[src/rtl/uart_boot_loader.sv]
// UART boot loader: receives an 8N1 byte stream, assembles little-endian
// 32-bit words, takes the first word as the image length in words and
// writes the following words into instruction memory. The core is held in
// reset until the whole image has been written.
module uart_boot_loader #(
    parameter int CLK_FREQ  = 100_000_000,
    parameter int BAUD      = 9600,
    parameter int ADDR_W    = 12,
    parameter int BASE_ADDR = 0
) (
    input  logic              clk_i,
    input  logic              rst_i,
    input  logic              uart_rx_i,
    output logic              mem_req_o,
    output logic              mem_we_o,
    output logic [ADDR_W-1:0] mem_addr_o,
    output logic [31:0]       mem_wdata_o,
    input  logic              mem_gnt_i,
    output logic              boot_done_o,
    output logic              core_rst_o,
    output logic              frame_err_o,
    output logic              overrun_err_o,
    output logic              len_err_o
);

    localparam int CPB   = CLK_FREQ / BAUD;
    localparam int HALF  = CPB / 2;
    localparam int CNT_W = $clog2(CPB + 1);

    localparam logic [CNT_W-1:0]  CNT_HALF = CNT_W'(HALF - 1);
    localparam logic [CNT_W-1:0]  CNT_FULL = CNT_W'(CPB - 1);
    localparam logic [32:0]       DEPTH    = 33'd1 << ADDR_W;
    localparam logic [ADDR_W-1:0] BASE     = ADDR_W'(BASE_ADDR);

    typedef enum logic [2:0] {
        RX_IDLE,
        RX_START,
        RX_DATA,
        RX_STOP,
        RX_BREAK
    } rx_state_t;

    typedef enum logic [2:0] {
        L_LEN,
        L_DATA,
        L_WRITE,
        L_DONE,
        L_ERR
    } ld_state_t;

    // ------------------------------------------------------------------
    // Receiver
    // ------------------------------------------------------------------
    logic             rx_meta_reg;
    logic             rx_sync_reg;

    rx_state_t        rx_state_reg, rx_state_next;
    logic [CNT_W-1:0] cnt_reg, cnt_next;
    logic [2:0]       bit_reg, bit_next;
    logic [7:0]       shift_reg, shift_next;
    logic             byte_valid_reg, byte_valid_next;
    logic             frame_err_reg, frame_err_next;

    // Two-flop synchronizer; idles high so reset never looks like a start bit.
    always_ff @(posedge clk_i or posedge rst_i) begin
        if (rst_i) begin
            rx_meta_reg <= 1'b1;
            rx_sync_reg <= 1'b1;
        end else begin
            rx_meta_reg <= uart_rx_i;
            rx_sync_reg <= rx_meta_reg;
        end
    end

    // Receiver state and datapath registers.
    always_ff @(posedge clk_i or posedge rst_i) begin
        if (rst_i) begin
            rx_state_reg   <= RX_IDLE;
            cnt_reg        <= '0;
            bit_reg        <= '0;
            shift_reg      <= '0;
            byte_valid_reg <= 1'b0;
            frame_err_reg  <= 1'b0;
        end else begin
            rx_state_reg   <= rx_state_next;
            cnt_reg        <= cnt_next;
            bit_reg        <= bit_next;
            shift_reg      <= shift_next;
            byte_valid_reg <= byte_valid_next;
            frame_err_reg  <= frame_err_next;
        end
    end

    // Receiver next state: mid-bit sampling, LSB first, stop-bit check.
    always_comb begin
        rx_state_next   = rx_state_reg;
        cnt_next        = cnt_reg + CNT_W'(1);
        bit_next        = bit_reg;
        shift_next      = shift_reg;
        byte_valid_next = 1'b0;
        frame_err_next  = frame_err_reg;
        case (rx_state_reg)
            RX_IDLE: begin
                cnt_next = '0;
                if (!rx_sync_reg) begin
                    rx_state_next = RX_START;
                end
            end
            RX_START: begin
                if (cnt_reg == CNT_HALF) begin
                    cnt_next = '0;
                    bit_next = '0;
                    // A line that is high again at mid start bit was a glitch.
                    rx_state_next = rx_sync_reg ? RX_IDLE : RX_DATA;
                end
            end
            RX_DATA: begin
                if (cnt_reg == CNT_FULL) begin
                    cnt_next   = '0;
                    shift_next = {rx_sync_reg, shift_reg[7:1]};
                    bit_next   = bit_reg + 3'd1;
                    if (bit_reg == 3'd7) begin
                        rx_state_next = RX_STOP;
                    end
                end
            end
            RX_STOP: begin
                if (cnt_reg == CNT_FULL) begin
                    cnt_next = '0;
                    if (rx_sync_reg) begin
                        byte_valid_next = 1'b1;
                        rx_state_next   = RX_IDLE;
                    end else begin
                        frame_err_next = 1'b1;
                        rx_state_next  = RX_BREAK;
                    end
                end
            end
            RX_BREAK: begin
                cnt_next = '0;
                if (rx_sync_reg) begin
                    rx_state_next = RX_IDLE;
                end
            end
            default: begin
                rx_state_next = RX_IDLE;
                cnt_next      = '0;
            end
        endcase
    end

    // ------------------------------------------------------------------
    // Loader
    // ------------------------------------------------------------------
    ld_state_t        ld_state_reg, ld_state_next;
    logic [1:0]       byte_idx_reg, byte_idx_next;
    logic [31:0]      word_reg, word_next;
    logic [31:0]      len_reg, len_next;
    logic [ADDR_W:0]  idx_reg, idx_next;
    logic [31:0]      wdata_reg, wdata_next;
    logic             len_err_reg, len_err_next;
    logic             overrun_err_reg, overrun_err_next;

    logic [31:0]      assembled;
    logic [ADDR_W:0]  idx_inc;

    // Loader state and datapath registers.
    always_ff @(posedge clk_i or posedge rst_i) begin
        if (rst_i) begin
            ld_state_reg    <= L_LEN;
            byte_idx_reg    <= '0;
            word_reg        <= '0;
            len_reg         <= '0;
            idx_reg         <= '0;
            wdata_reg       <= '0;
            len_err_reg     <= 1'b0;
            overrun_err_reg <= 1'b0;
        end else begin
            ld_state_reg    <= ld_state_next;
            byte_idx_reg    <= byte_idx_next;
            word_reg        <= word_next;
            len_reg         <= len_next;
            idx_reg         <= idx_next;
            wdata_reg       <= wdata_next;
            len_err_reg     <= len_err_next;
            overrun_err_reg <= overrun_err_next;
        end
    end

    // Loader next state: byte assembly, length decode and write handshake.
    always_comb begin
        ld_state_next    = ld_state_reg;
        byte_idx_next    = byte_idx_reg;
        word_next        = word_reg;
        len_next         = len_reg;
        idx_next         = idx_reg;
        wdata_next       = wdata_reg;
        len_err_next     = len_err_reg;
        overrun_err_next = overrun_err_reg;

        assembled = word_reg;
        assembled[8*byte_idx_reg +: 8] = shift_reg;
        idx_inc = idx_reg + {{ADDR_W{1'b0}}, 1'b1};

        case (ld_state_reg)
            L_LEN, L_DATA: begin
                if (byte_valid_reg) begin
                    word_next     = assembled;
                    byte_idx_next = byte_idx_reg + 2'd1;
                    if (byte_idx_reg == 2'd3) begin
                        if (ld_state_reg == L_LEN) begin
                            len_next = assembled;
                            if (assembled == 32'd0) begin
                                ld_state_next = L_DONE;
                            end else if ({1'b0, assembled} > DEPTH) begin
                                len_err_next  = 1'b1;
                                ld_state_next = L_ERR;
                            end else begin
                                ld_state_next = L_DATA;
                            end
                        end else begin
                            wdata_next    = assembled;
                            ld_state_next = L_WRITE;
                        end
                    end
                end
            end
            L_WRITE: begin
                // The assembly buffer is busy; a new byte cannot be kept.
                if (byte_valid_reg) begin
                    overrun_err_next = 1'b1;
                end
                if (mem_gnt_i) begin
                    idx_next = idx_inc;
                    if (32'(idx_inc) == len_reg) begin
                        ld_state_next = L_DONE;
                    end else begin
                        ld_state_next = L_DATA;
                    end
                end
            end
            L_DONE, L_ERR: begin
                ld_state_next = ld_state_reg;
            end
            default: begin
                ld_state_next = L_LEN;
            end
        endcase
    end

    // Outputs decoded from registered state; address/data zero outside writes.
    always_comb begin
        mem_req_o     = (ld_state_reg == L_WRITE);
        mem_we_o      = mem_req_o;
        mem_addr_o    = mem_req_o ? (BASE + idx_reg[ADDR_W-1:0]) : '0;
        mem_wdata_o   = mem_req_o ? wdata_reg : 32'd0;
        boot_done_o   = (ld_state_reg == L_DONE);
        core_rst_o    = !boot_done_o;
        frame_err_o   = frame_err_reg;
        overrun_err_o = overrun_err_reg;
        len_err_o     = len_err_reg;
    end

endmodule
[config.mk]
export PLATFORM = sky130hd
export DESIGN_NAME = uart_boot_loader
export DESIGN_NICKNAME = d
export VERILOG_FILES = /design/src/rtl/uart_boot_loader.sv
export SDC_FILE = /design/constraint.sdc
export NUM_CORES = 1
export LEC_CHECK = 0
export ABC_CLOCK_PERIOD_IN_PS = 11800
export CAP_MARGIN = 0
export CORE_MARGIN = 2
export CORE_UTILIZATION = 60
export CTS_BUF_LIST = sky130_fd_sc_hd__clkbuf_4 sky130_fd_sc_hd__clkbuf_8
export DETAILED_ROUTE_END_ITERATION = 10
export PLACE_DENSITY = 0.82
export RECOVER_POWER = 100
export REMOVE_ABC_BUFFERS = 1
export SLEW_MARGIN = 40
export SYNTH_ARGS = -nofsm -noshare
export SYNTH_HDL_FRONTEND = slang
export SYNTH_SLANG_ARGS = --single-unit
export TNS_END_PERCENT = 10
[constraint.sdc]
create_clock -name clk_i -period 11.8 [get_ports clk_i]
set_input_delay 1.77 -clock clk_i [delete_from_list [all_inputs] [get_ports clk_i]]
set_output_delay 1.77 -clock clk_i [all_outputs]
set_load 0.1 [all_outputs]
# After elaboration in Yosys (flattened, before gate mapping)
# Cells that the tools add are included.
totals:
  reg_bits: 148
  output_inout_bits: 51
  elab_cells: 98
classes:
  n_addsub: 5
  n_lt_le_gt_ge: 1
  eq_ne: 22
  n_shift: 2
  n_mux: 29
  bitwise_logic: 4
  n_reduce_logical: 19
op_table:
  columns: ["op", "n"]
  rows:
  - ["$mux 3", 15]
  - ["$neg 5->34", 1]
  - ["$shift 8x34->32 const A", 1]
  - ["$shiftx 8x34->32", 1]
  - ["$bwmux 32", 1]
  - ["$eq 13x32->1", 1]
  - ["$gt 32x13->1 const B", 1]
  - ["$logic_not 32->1", 1]
  - ["$mux 32", 1]
  - ["$mux 14", 2]
  - ["$pmux 14 s2", 1]
  - ["$ne 2x2->1 const B", 8]
  - ["$pmux 3 s5", 1]
  - ["$add 14x1->14 const B", 1]
  - ["$eq 14x13->1 const B", 1]
  - ["$eq 14x14->1 const B", 1]
  - ["$add 13x1->13 const B", 1]
  - ["$eq 3x2->1 const B", 4]
  - ["$mux 12", 1]
  - ["$reduce_and 4->1", 3]
  - ["$reduce_and 6->1", 2]
  - ["$eq 3x3->1 const B", 3]
  - ["$pmux 3 s3", 1]
  - ["$reduce_and 2->1", 4]
  - ["other kinds (14)", 25]

# Depth between registers and ports, before layout
# Gate-level depths: netlist (run 1).
logic_depth:
  ltp_word: 10
  mapped_depth: 9
  ltp_nobuf: 8

# Least setup slack after synthesis (run 1)
# OpenSTA, ideal clock, no wires.
synth_timing:
  path_type: "reg-to-output"
  start: "reg ld_state_reg[1]"
  end: "out mem_wdata_o[22]"
  t_arrival_ns: 2.856
  setup_slack_ns: 7.174
  stages_incl_launch_ff: 6
  cell_sequence: "dfrtp_1 nor2b_1 nor2b_1 clkbuf_1 clkbuf_1 and2_1"
synth_via:
  elab_chain_cells: 2
synth_rtl:
  columns: ["element", "line", "text"]
  rows:
  - ["from (decl)", "155", "ld_state_t ld_state_reg, ld_state_next;"]
  - ["from (signal assigned)", "179", "ld_state_reg <= ld_state_next;"]
  - ["$eq 3x2->1", "253", "mem_req_o = (ld_state_reg == L_WRITE);"]
  - ["net mem_req_o", "14", "output logic mem_req_o,"]
  - ["$mux 32", "256", "mem_wdata_o = mem_req_o ? wdata_reg : 32'd0;"]
  - ["to (decl)", "17", "output logic [31:0] mem_wdata_o,"]
# The timed path passes the listed nets, and every way through them passes these cells.

# Worst setup path in the final report (run 1)
layout_timing:
  start: "reg ld_state_reg[1]"
  end: "out mem_wdata_o[16]"
layout_via:
  elab_chain_cells: 2
layout_rtl:
  columns: ["element", "line"]
  rows:
  - ["$eq 3x2->1", "253"]
  - ["$mux 32", "256"]
# No other way between the ends.

==> results of run 1 <==
-- through the flow --
step | hold WS (ps) | instances
6_report | 363 | 934
3_3_place_gp | 349 | 903
4_1_cts | 364 | 934
2_1_floorplan | 345 | 698
5_1_grt | 367 | 934
3_5_place_dp | 352 | 903
-- logic make-up after synthesis --
family / synth area share (%)
multiplexers: 2.24
adder cells (fa/ha/maj): 1.74
XOR/XNOR: 4.87
AO/OA/AOI/OAI: 13.9
AND/OR/NAND/NOR: 22.5
buffers and inverters: 3.32
flip-flops: 51.5
-- routing by layer --
layer / vias up / part of all wire, % / global-route usage (%) / wire length, um
li1: 2619 / - / - / -
met1: 2701 / 44 / 31.9 / 6750
met2: 174 / 49 / 42.2 / 7490
met3: 33 / 5.4 / 6.06 / 834
met4: 0 / 2.3 / 10.6 / 362
met5: - / 0 / 0 / 0
-- power breakdown --
| group | internal [mW] | switching [mW] | total, mW | leakage [nW] |
|---|---|---|---|---|
| clock network | 0.201 | 0.194 | 0.395 | 0.195 |
| registers | 0.512 | 0.0101 | 0.522 | 2.04 |
| logic | 0.0176 | 0.0396 | 0.0572 | 1.29 |
| total | 0.731 | 0.244 | 0.975 | 3.53 |
-- cells in the mapped netlist, types with 9 or more instances --
| cell type | n |
|---|---|
| a21oi_1 | 44 |
| a22o_1 | 15 |
| and2_1 | 49 |
| clkbuf_1 | 35 |
| dfrtp_1 | 146 |
| ha_1 | 10 |
| inv_1 | 11 |
| mux2_2 | 9 |
| nand2_1 | 94 |
| nand3_1 | 17 |
| nor2_1 | 49 |
| nor2b_1 | 32 |
| nor3_1 | 10 |
| nor4_1 | 9 |
| o21ai_0 | 75 |
| xnor2_1 | 21 |
| xor2_1 | 19 |
-- final timing paths --
path / cells past startpoint / slack, ps / start / to
worst max-delay path: 5 / 6210 / ld_state_reg[1] / mem_wdata_o[16]
worst min-delay path: 0 / 360 / rx_meta_reg / rx_sync_reg
worst max register to register: 5 / 6950 / ld_state_reg[2] / ld_state_reg[1]
worst min register to register: 0 / 360 / rx_meta_reg / rx_sync_reg
max in group asynchronous: 3 / 7500 / rst_i / word_reg[2]
min in group asynchronous: 2 / 2650 / rst_i / wdata_reg[27]
-- layout make-up --
cell class / instances / area, um^2
clock buffer: 20 / 269
clock inverter: 11 / 128
fill: 934 / 4050
inverter: 11 / 42.5
multi-input combinational: 539 / 3240
sequential: 148 / 3710
tap: 147 / 184
timing repair buffer: 58 / 245
-- worst max-delay path: stages (launching register included) --
cell      delay (ps)
dfrtp_1          410
nor2b_1          220
nor2b_1          330
clkbuf_1        1240
and2_1           260
clkbuf_1         870
==> metrics.yaml, run 1 <==
power:
  p_per_area_nw_per_um2: 125
  ir_drop_mv: 0.128
  power.leakage_nw: 3.53
  total_power_mw: 0.975
worst_hold_path:
  min_path_type: "register to register"
synth:
  synth_cell_types: 60
  yosysTopAreaCell: "dfrtp_1"
  synth.avg_cell_area_um2: 9.68
  synth-main-ff-cell: "dfrtp_1"
  yosysWarnings: 0
  ys_ff_latch: 148
  synth_edf_count: 0
  async_flop_share_pct: 100
  yosysTopAreaCellShare_pct: 50.7
  synth.cell_area_um2: 7200
  ys_seq_area_share_pct: 51.5
  syn-instance-count: 744
  synthTopCellsByArea: "dfrtp_1 (51%), o21ai_0 (5.2%), nand2_1 (4.9%)"
outcome:
  status: "complete, but fails checks"
  violations: "capacitance limit, slew limit"
grt:
  grt_pass1_wl_um: 25800
  grt_usage_pct: 25.3
  grt_pass1_vias: 5393
  grt_max_degree: 78
  antenna_found_initial: 0
  overflow: 0
worst_setup_path:
  cp.required_ps: 10030
  crit_fanout: 44
  cp-end-kind: "output port"
  path_class: "register to output port"
  arrival_ps: 3820
  start_kind: "register"
cells_and_area:
  layout_common_cells: "dfrtp_1 (146), nand2_1 (94), o21ai_0 (75)"
  drive_gt1_share_pct: 6.73
  post-route-util_pct: 65.9
  num_antenna_cells: 0
  area_growth_pct: 8.51
  final_common_cell: "dfrtp_1"
  final_area_um2: 7810
  nNetsFinal: 789
clock_tree:
  post-cts-setup-buffers: 0
  cts_buffers: 17
  cts.htree.levels: 4
  holdBufCountCts: 0
  post_cts_resized: 0
  root_buffer: "clkbuf_8"
  cts_tree: "done"
  cts_sinks: 148
  path_clk_slew_ps: 80
  cts.path.max_buffers: 2
  insertion_delay_ps: 460
drt:
  drcViolationCount: 0
  vias: 5527
  drt-total-wl_um: 15400
  post_drt_wl_per_cell_um: 16.5
  postRouteAntennaNets: 0
  drtIter0Drc: 500
  vias_per_cell: 5.92
  dr.pass1.iters: 5
placement:
  gp_congestion: 0.925
  detailed_place_hpwl_um: 10300
  place_ws_ps: 8110
  portBuffers: 54
  placed_area_um2: 7530
timing:
  finalHoldViolCount: 0
  worstMarginPinSlew_ps: 3070
  setup_violations: 0
  fin_skew_ps: 14.2
  period_minus_slack_ps: 5590
  finalCritPeriodShare_pct: 47.4
  grt_setup_unrepaired: "false"
  fmax_mhz: 179
  timing.setup.tns_ps: 0
  layout_setup_ws_ps: 6210
  maxSlewHeadroom_pct: -106
  drv_slew: 296
job:
  maxCapViolations: 5
die:
  die_area_um2: 12900
  ioPinCount: 55
  die_x_um: 114
  rows: 40
  die_h_um: 114
  start_util_pct: 60.7
  coreArea_um2: 11900
(Power assumes the default switching activity.)
==> inputs of run 2 (changes only) <==
--- a/config.mk
+++ b/config.mk
@@ -5,13 +5,13 @@
 export SDC_FILE = /design/constraint.sdc
 export NUM_CORES = 1
 export LEC_CHECK = 0
-export ABC_CLOCK_PERIOD_IN_PS = 11800
+export ABC_CLOCK_PERIOD_IN_PS = 4800
 export CAP_MARGIN = 0
 export CORE_MARGIN = 2
-export CORE_UTILIZATION = 60
+export CORE_UTILIZATION = 55
 export CTS_BUF_LIST = sky130_fd_sc_hd__clkbuf_4 sky130_fd_sc_hd__clkbuf_8
 export DETAILED_ROUTE_END_ITERATION = 10
-export PLACE_DENSITY = 0.82
+export PLACE_DENSITY = 0.79
 export RECOVER_POWER = 100
 export REMOVE_ABC_BUFFERS = 1
 export SLEW_MARGIN = 40
==> constraint.sdc (replaced) <==
create_clock -name clk_i -period 4.8 [get_ports clk_i]
set_input_delay 0.72 -clock clk_i [delete_from_list [all_inputs] [get_ports clk_i]]
set_output_delay 0.72 -clock clk_i [all_outputs]
set_load 0.1 [all_outputs]
==> run 2 against run 1 <==
Net effect:
- the run still ends with capacitance limit, slew limit left
- count of clock-buffer cells in the layout unchanged
- sequential share of layout area fell by 0.29 points
- combinational power grew to 2.6 times the previous value
- critical endpoint is now mem_wdata_o[28]
- cell count up 2.9%
- core utilization down 4.1 points
- first-iteration DRC count is 15% lower
- via count down 1.2%
- non-clock buffer count up 1
- hold slack worse by 6.1 ps
==> metrics.yaml, run 2 (synthesized netlist as in run 1, its figures left out) <==
clock_tree:
  cts.path.max_buffers: 2
  post_cts_resized: 0
  cts.htree.levels: 4
  path_clk_slew_ps: 80
  holdBufCountCts: 0
  root_buffer: "clkbuf_8"
  insertion_delay_ps: 450
  cts_buffers: 17
  post-cts-setup-buffers: 0
  cts_sinks: 148
  cts_tree: "done"
worst_setup_path:
  r2r_slack_ps: 1210
  cp-end-kind: "output port"
  crit_chain: "nor2b_1 -> nor2b_1 -> buf_4 -> and2_1 -> clkbuf_1"
  start_kind: "register"
  arrival_ps: 2980
  crit_fanout: 42
  reg2reg_depth: 6
  regToRegEndpoint: "len_reg[26]"
  reg2reg_from: "ld_state_reg[2]"
  crit_top_cell: "nor2b_1"
  path_delay_family: "buffers and inverters"
  path_class: "register to output port"
  worst_path_largest_cell_delay_ps: 860
  cp_slowest_cell: "clkbuf_1"
  cp.required_ps: 4080
  path_buf_inv: 2
outcome:
  status: "complete, but fails checks"
  violations: "capacitance limit, slew limit"
grt:
  grt_max_degree: 81
  overflow: 0
  grt_usage_pct: 23.3
  antenna_found_initial: 0
  grt_pass1_vias: 5371
  grt_pass1_wl_um: 26600
worst_hold_path:
  hold_end: "rx_sync_reg"
  hp-start: "rx_meta_reg"
  min_path_type: "register to register"
  min_path_cells: 0
cells_and_area:
  num_antenna_cells: 0
  nNetsFinal: 790
  drive_gt1_share_pct: 7.10
  multiInputGateArea_um2: 3250
  fillCellCount: 1109
  final_common_cell: "dfrtp_1"
  layout_common_cells: "dfrtp_1 (146), nand2_1 (94), o21ai_0 (75)"
  register_area_um2: 3710
  area_growth_pct: 9.17
  final_area_um2: 7860
timing:
  finalHoldViolCount: 0
  period_minus_slack_ps: 3700
  grt_setup_unrepaired: "false"
  drv_slew: 128
  maxSlewHeadroom_pct: -92.7
  worstMarginPinSlew_ps: 2890
  setup_violations: 0
  fin_hold_ws_ps: 357
  timing.setup.tns_ps: 0
  fmax_mhz: 270
  fin_skew_ps: 14.3
  finalCritPeriodShare_pct: 77.1
die:
  die_x_um: 118
  ioPinCount: 55
  start_util_pct: 56.6
  die_h_um: 118
  die_area_um2: 14000
  rows: 41
  coreArea_um2: 12700
power:
  power.leakage_nw: 3.55
  p_per_area_nw_per_um2: 306
  ir_drop_mv: 0.199
drt:
  drt-total-wl_um: 15100
  vias: 5459
  drcViolationCount: 0
  postRouteAntennaNets: 0
  drtIter0Drc: 427
  dr.pass1.iters: 5
  post_drt_wl_per_cell_um: 15.7
  vias_per_cell: 5.68
placement:
  detailed_place_hpwl_um: 10300
  gp_congestion: 0.877
  portBuffers: 54
  placed_area_um2: 7570
job:
  maxCapViolations: 2
## run 2: routing by layer
layer	GRT usage, %	routed length (um)	vias up
met1	32.1	6830	2672
met2	37.3	7400	140
li1	-	-	2627
met5	0	0	-
met3	4.30	673	20
met4	7.81	184	0
## run 2: how the worst max path moves through the flow
stage                               start         endpoint  slack (ps)  depth (start not counted)
after global placement    ld_state_reg[1]  mem_wdata_o[27]        1540                          5
after floorplan           ld_state_reg[1]    mem_addr_o[0]       -1130                          3
final                     ld_state_reg[1]  mem_wdata_o[28]        1100                          5
after global routing                rst_i   byte_valid_reg         710                          3
after CTS                 ld_state_reg[1]   mem_wdata_o[4]        1640                          5
after detailed placement  byte_idx_reg[0]  ld_state_reg[1]        1710                          8
## run 2: metrics by stage
stage / instances / utilization (%) / total power, mW / setup slack [ps]
finish: 961 / 61.8 / 2.41 / 1100
global route: 961 / 61.8 / 2.50 / 713
CTS: 961 / 62.6 / 2.42 / 1640
detailed placement: 929 / 59.5 / 1.46 / 1710
global placement: 929 / 61.4 / 1.46 / 1540
floorplan: 698 / - / 1.42 / -1130
## run 2: final cells by class
cell class | count | share of cell area (%)
inverters | 11 | 0.525
repair buffers | 59 | 3.22
well taps | 172 | 2.74
clock buffers | 20 | 3.26
clock inverters | 12 | 1.75
multi-input cells | 539 | 41.4
flip-flops and latches | 148 | 47.1
## run 2: worst reg2reg max path, cell delays in order, from the launching register on
cell	delay [ps]
dfrtp_1	420
nor3b_1	220
clkbuf_1	1410
nand3b_1	330
clkbuf_2	660
nand2_1	270
o21ai_0	120
## run 2: power by group
group	leakage, nW	total (mW)	internal, mW	switching, mW
clock network	0.210	0.974	0.523	0.451
logic	1.31	0.146	0.0445	0.102
registers	2.04	1.29	1.26	0.0256
